## src/rtl/alu_exec_ctrl.sv

```systemverilog
// alu_exec_ctrl: sequencing front-end for the 8-bit combinational ALU.
// Accepts one register-to-register instruction per valid/ready handshake,
// reads the 4x8 register file, presents the operands to the ALU for one
// cycle, captures its result and writes back the register file and C/Z flags.
module alu_exec_ctrl #(
  parameter int WIDTH = 8,
  parameter int NREGS = 4
) (
  input  logic             clk,
  input  logic             rst_n,
  input  logic             instr_valid,
  output logic             instr_ready,
  input  logic [7:0]       instr,
  input  logic [WIDTH-1:0] imm,
  output logic [2:0]       alu_cs,
  output logic [WIDTH-1:0] alu_a,
  output logic [WIDTH-1:0] alu_b,
  output logic             alu_cin,
  input  logic [WIDTH-1:0] alu_s,
  input  logic             alu_zero,
  input  logic             alu_cout,
  output logic             done,
  output logic             flag_c,
  output logic             flag_z,
  input  logic [1:0]       dbg_sel,
  output logic [WIDTH-1:0] dbg_data
);

  typedef enum logic [1:0] {
    S_IDLE,
    S_EXEC,
    S_WB
  } state_t;

  typedef enum logic [2:0] {
    OP_AND  = 3'b000,
    OP_OR   = 3'b001,
    OP_ADD  = 3'b010,
    OP_SUB  = 3'b011,
    OP_ADDC = 3'b100,
    OP_SUBC = 3'b101,
    OP_CMP  = 3'b110,
    OP_LDI  = 3'b111
  } op_t;

  state_t           state;
  op_t              op_q;
  logic [1:0]       rd_q;
  logic [WIDTH-1:0] imm_q;
  logic [WIDTH-1:0] s_q;
  logic             zero_q;
  logic             cout_q;
  logic [WIDTH-1:0] rf [NREGS];

  op_t        op;
  logic [1:0] rd;
  logic [1:0] rs;
  logic       unused_instr_bit;

  assign op               = op_t'(instr[7:5]);
  assign rd               = instr[3:2];
  assign rs               = instr[1:0];
  assign unused_instr_bit = instr[4];

  // Debug read port: combinational view of the register file.
  assign dbg_data = rf[dbg_sel];

  // Control FSM, ALU operand registers, result capture and writeback.
  always_ff @(posedge clk or negedge rst_n) begin
    if (!rst_n) begin
      state       <= S_IDLE;
      instr_ready <= 1'b1;
      done        <= 1'b0;
      flag_c      <= 1'b0;
      flag_z      <= 1'b0;
      alu_cs      <= 3'b000;
      alu_a       <= '0;
      alu_b       <= '0;
      alu_cin     <= 1'b0;
      op_q        <= OP_AND;
      rd_q        <= '0;
      imm_q       <= '0;
      s_q         <= '0;
      zero_q      <= 1'b0;
      cout_q      <= 1'b0;
      for (int unsigned i = 0; i < NREGS; i++) begin
        rf[i] <= '0;
      end
    end else begin
      case (state)
        S_IDLE: begin
          if (instr_valid && instr_ready) begin
            op_q        <= op;
            rd_q        <= rd;
            imm_q       <= imm;
            instr_ready <= 1'b0;
            if (op != OP_LDI) begin
              alu_cs  <= op;
              alu_a   <= rf[rd];
              alu_b   <= rf[rs];
              alu_cin <= flag_c;
              state   <= S_EXEC;
            end else begin
              // LDI bypasses the ALU; done is raised for the WB cycle.
              done  <= 1'b1;
              state <= S_WB;
            end
          end
        end

        S_EXEC: begin
          s_q    <= alu_s;
          zero_q <= alu_zero;
          cout_q <= alu_cout;
          done   <= 1'b1;
          state  <= S_WB;
        end

        S_WB: begin
          done        <= 1'b0;
          instr_ready <= 1'b1;
          state       <= S_IDLE;
          case (op_q)
            OP_AND, OP_OR, OP_ADDC, OP_SUBC: begin
              rf[rd_q] <= s_q;
              flag_z   <= zero_q;
            end
            OP_ADD, OP_SUB: begin
              rf[rd_q] <= s_q;
              flag_z   <= zero_q;
              flag_c   <= cout_q;
            end
            OP_CMP: begin
              flag_z <= zero_q;
            end
            OP_LDI: begin
              rf[rd_q] <= imm_q;
              flag_z   <= (imm_q == '0);
            end
            default: begin
            end
          endcase
        end

        default: begin
          state       <= S_IDLE;
          instr_ready <= 1'b1;
          done        <= 1'b0;
        end
      endcase
    end
  end

endmodule
```

## config.mk

```make
export PLATFORM = sky130hd
export DESIGN_NAME = alu_exec_ctrl
export DESIGN_NICKNAME = d
export VERILOG_FILES = /design/src/rtl/alu_exec_ctrl.sv
export SDC_FILE = /design/constraint.sdc
export NUM_CORES = 1
export LEC_CHECK = 0
export CAP_MARGIN = 20
export CORE_MARGIN = 2
export CORE_UTILIZATION = 40
export CTS_CLUSTER_SIZE = 20
export DETAILED_ROUTE_END_ITERATION = 10
export GPL_ROUTABILITY_DRIVEN = 0
export HOLD_SLACK_MARGIN = 0.06
export PLACE_DENSITY = 0.76
export SYNTH_ARGS = -nofsm -noshare
export SYNTH_HDL_FRONTEND = slang
export SYNTH_SLANG_ARGS = --single-unit
```

## constraint.sdc

```tcl
create_clock -name clk -period 1.9 [get_ports clk]
set_input_delay 0.57 -clock clk [delete_from_list [all_inputs] [get_ports clk]]
set_output_delay 0.57 -clock clk [all_outputs]
set_load 0.03 [all_outputs]
```

==> metrics.md <==
| Metric | Value |
|---|---|
| Standard cell core area | `9240 µm²` |
| Site row count | `35` |
| Outcome | `finished, violations left` |
| Highest-count cells in the layout ignoring fill and taps | `sky130_fd_sc_hd__mux2_2, sky130_fd_sc_hd__dfrtp_1, sky130_fd_sc_hd__buf_4, sky130_fd_sc_hd__clkdlybuf4s50_1, sky130_fd_sc_hd__mux4_2` |
| Root cell of the clock tree | `sky130_fd_sc_hd__clkbuf_8` |
| HP Class | `in -> async` |
| Global-route congestion overflow total | `0` |
| Count of final max-slew check failures | `0` |
| Clk pwr share | `16.8%` |
| CTS tree | `built` |
| Category of the worst setup path capture point | `output port` |
| Post-layout instance count excluding filler cells | `459` |
| Largest buffer count on any clock path | `2` |
| Achievable frequency | `0.4922 GHz` |
| Setup repair after global routing missed its margin | `true` |
| List of cells traversed by the critical path | `buf_12 -> buf_8 -> mux4_2 -> buf_6` |
| Highest-delay cell along the critical path | `sky130_fd_sc_hd__mux4_2` |
| Part of the power in registers | `38.8%` |
| Dominant delay contributor by cell family on the critical path | `multiplexers` |
| Number of global-route vias before repair | `2468` |
| Count of endpoints failing hold in the final timing report | `0` |
| Number of cells on the worst reg-to-reg path | `4` |
| Initial Utilization | `41.14%` |
| Wire length of the first global-routing pass | `13120 µm` |
| Worst EP required | `1.33 ns` |
| Largest fanout on the critical path | `5` |
| Final Worst Setup Slack | `-0.1315 ns` |
| Final setup skew | `0.008494 ns` |
| Sw frac | `35.34%` |
| Leading cell type in the layout, fill and taps excluded | `sky130_fd_sc_hd__mux2_2` |
| Full die area | `10300 µm²` |
| Share of synthesized flip-flops with an asynchronous set or reset | `100.0%` |
| Violated checks | `setup timing` |
| Remaining antenna violation count after routing | `0` |
| First-pass iteration count of the detailed router | `4` |
| Filler Cell Count | `781` |
| Accumulated negative setup slack | `-0.8526 ns` |
| Slew @ Worst Pin | `0.3841 ns` |
| Clock latency reported for the late side of the worst-skew pair | `0.35 ns` |
| Maximum resistive drop on vdd | `0.0005671 V` |
| Sequential element share of the synthesized area | `53.36%` |
| Post-detailed-placement half-perimeter wirelength | `5836 µm` |
| Number of enable flip-flop cells after synthesis | `0` |
| Post-CTS clock slew at the launch and capture registers of the worst setup and hold paths | `0.08 ns` |
| Total number of cells along the worst setup path | `4` |
| Combined buffer and inverter count along the critical path | `3` |
| Fin Hold WS | `0.1825 ns` |
| I/O pins | `63` |
| Most instantiated flip-flop cell in the synthesis netlist | `sky130_fd_sc_hd__dfrtp_1` |
| Synthesized flop and latch total | `81` |
| Crit path launch type | `input pin` |
| Number of warnings issued by yosys | `0` |
| Largest net degree at the start of global routing | `53` |
| Height of the chip | `101.5 µm` |
| CTS buffer count | `9` |
| Die W | `101.5 µm` |
| Sum of internal, switching and leakage power | `0.008105 W` |
| Per-cell routed wire length | `17.63 µm` |
| Antenna diode instance count | `0` |
| Number of sinks on the clock net | `81` |
| Delay contributed by the slowest stage of the critical path | `0.52 ns` |
| Lkg Pwr | `2.242 nW` |
| Buffers on Ports | `61` |
| Count of unique library cells instantiated by Yosys | `27` |
| Routed via count | `2365` |
| Finish-stage setup viols | `8` |
| Post-synthesis instance area | `3801 µm²` |
| Count of H-tree levels built during CTS | `3` |
| Number of antenna violations at the first check in global routing | `0` |
| Post-Syn Nets | `261` |
| Type of the setup path with the least slack | `in -> out` |
| Synthesized area per cell | `16.53 µm²` |
| Combined global-route utilization of all metal layers | `16.98%` |
| Storage element area | `2028 µm²` |
| Data arrival time of the worst path | `1.46 ns` |
| Detailed-route vias per instance | `5.153` |
| Switching power | `0.002864 W` |
| Max-slew headroom | `74.30%` |
| First DRT Iteration DRCs | `83` |
| Final period utilization | `106.9%` |
| Combinational Power Share | `44.5%` |
| Area used by multi-input combinational logic | `1690 µm²` |
| Fraction of final layout cells sized beyond drive strength 1 | `53.64%` |
| Gate count of the mapped netlist | `230` |
| Total DRC errors in the routed layout | `0` |
| Total placed cells including tap cells | `440` |
| Areal power density over the cells | `1611 nW/µm²` |
| Number of nets in the final layout | `356` |
| Clock period minus worst slack | `2.032 ns` |
| Internal portion of total power | `0.005241 W` |
| Total of max-cap violations | `0` |
| Total length of routed wires | `8094 µm` |
| Layout area overhead | `32.39%` |
==> flip-flops by register name, indices dropped and copies added (netlist names) <==
signal       count
alu_a            8
alu_b            8
alu_cin          1
alu_cs           3
cout_q           1
done             1
flag_c           1
flag_z           1
imm_q            8
instr_ready      1
op_q             3
rd_q             2
rf              32
s_q              8
state            2
zero_q           1
==> repair_timing <==
action,4_1_cts,5_1_grt
hold buffers,0,0
endpoints found under the setup margin,32,8
setup buffers,0,4
gates resized for setup,66,2
==> cells in the mapped netlist (2+ instances only) <==
library cell	number	area [µm²]
sky130_fd_sc_hd__inv_1	3	11.26
sky130_fd_sc_hd__nor4_1	2	12.51
sky130_fd_sc_hd__buf_2	4	20.02
sky130_fd_sc_hd__nor2_1	4	15.01
sky130_fd_sc_hd__clkbuf_2	2	10.01
sky130_fd_sc_hd__dfrtp_1	80	2002
sky130_fd_sc_hd__mux4_2	24	540.5
sky130_fd_sc_hd__buf_6	2	22.52
sky130_fd_sc_hd__mux2_2	83	934.7
sky130_fd_sc_hd__buf_1	3	11.26
sky130_fd_sc_hd__a21oi_1	5	25.02
sky130_fd_sc_hd__and2b_2	2	17.52
sky130_fd_sc_hd__nand4b_2	2	30.03
==> metal layers <==
| layer | track usage [%] | vias to the layer above | wire length, µm |
|---|---|---|---|
| met3 | 3.658 | 7 | 300 |
| met5 | 0 | - | 0 |
| li1 | - | 1068 | - |
| met2 | 26.08 | 54 | 3951 |
| met4 | 5.613 | 0 | 87 |
| met1 | 24.20 | 1236 | 3754 |
==> cells by family (layout without fill, tap and decap cells) <==
family                 Yosys count  after routing  synth area share [%]
flip-flops                      81             81                 53.36
buffers and inverters           15            115                 2.173
AO/OA/AOI/OAI                    7              7                 1.053
multiplexers                   107            107                 38.81
AND/OR/NAND/NOR                 20             20                 4.608
==> cell type report <==
cell class              count  share of cell area [%]
multi-input cells         134                   33.59
clock buffers              11                   2.611
well taps                 129                   3.207
clock inverters             5                   1.591
flip-flops and latches     81                   40.30
inverters                   3                  0.2238
repair buffers             96                   18.47
==> through the flow <==
step                      utilization, %  setup WS (ns)  cell area, µm²
after CTS                          54.06        -0.1385            4995
after floorplan                        -        0.01965            3807
after global routing               54.46        -0.1535            5032
after detailed placement           51.83        -0.9978            4790
final                              54.46        -0.1315            5032
after global placement             51.83        -0.9987            4790
==> worst paths after layout <==
kind | startpoint | end | slack [ns]
worst max-delay path | dbg_sel[0] | dbg_data[3] | -0.13
worst min-delay path | rst_n | rf[21] | 0.18
worst max register to register | state[0] | rf[29] | 0.33
worst min register to register | alu_a[7] | alu_a[7] | 0.50
max in group asynchronous | rst_n | instr_ready | 1.35
min in group clk | alu_a[7] | alu_a[7] | 0.50
==> power groups by stage <==
stage	clock network, W	logic [W]	registers, W
3_5_place_dp	0	0.00369	0.00319
3_3_place_gp	0	0.00361	0.00312
2_1_floorplan	0	0.00197	0.00348
4_1_cts	0.00139	0.00361	0.00314
6_report	0.00136	0.00360	0.00314
5_1_grt	0.00147	0.00385	0.00325
Power figures use the tool's default switching activity.
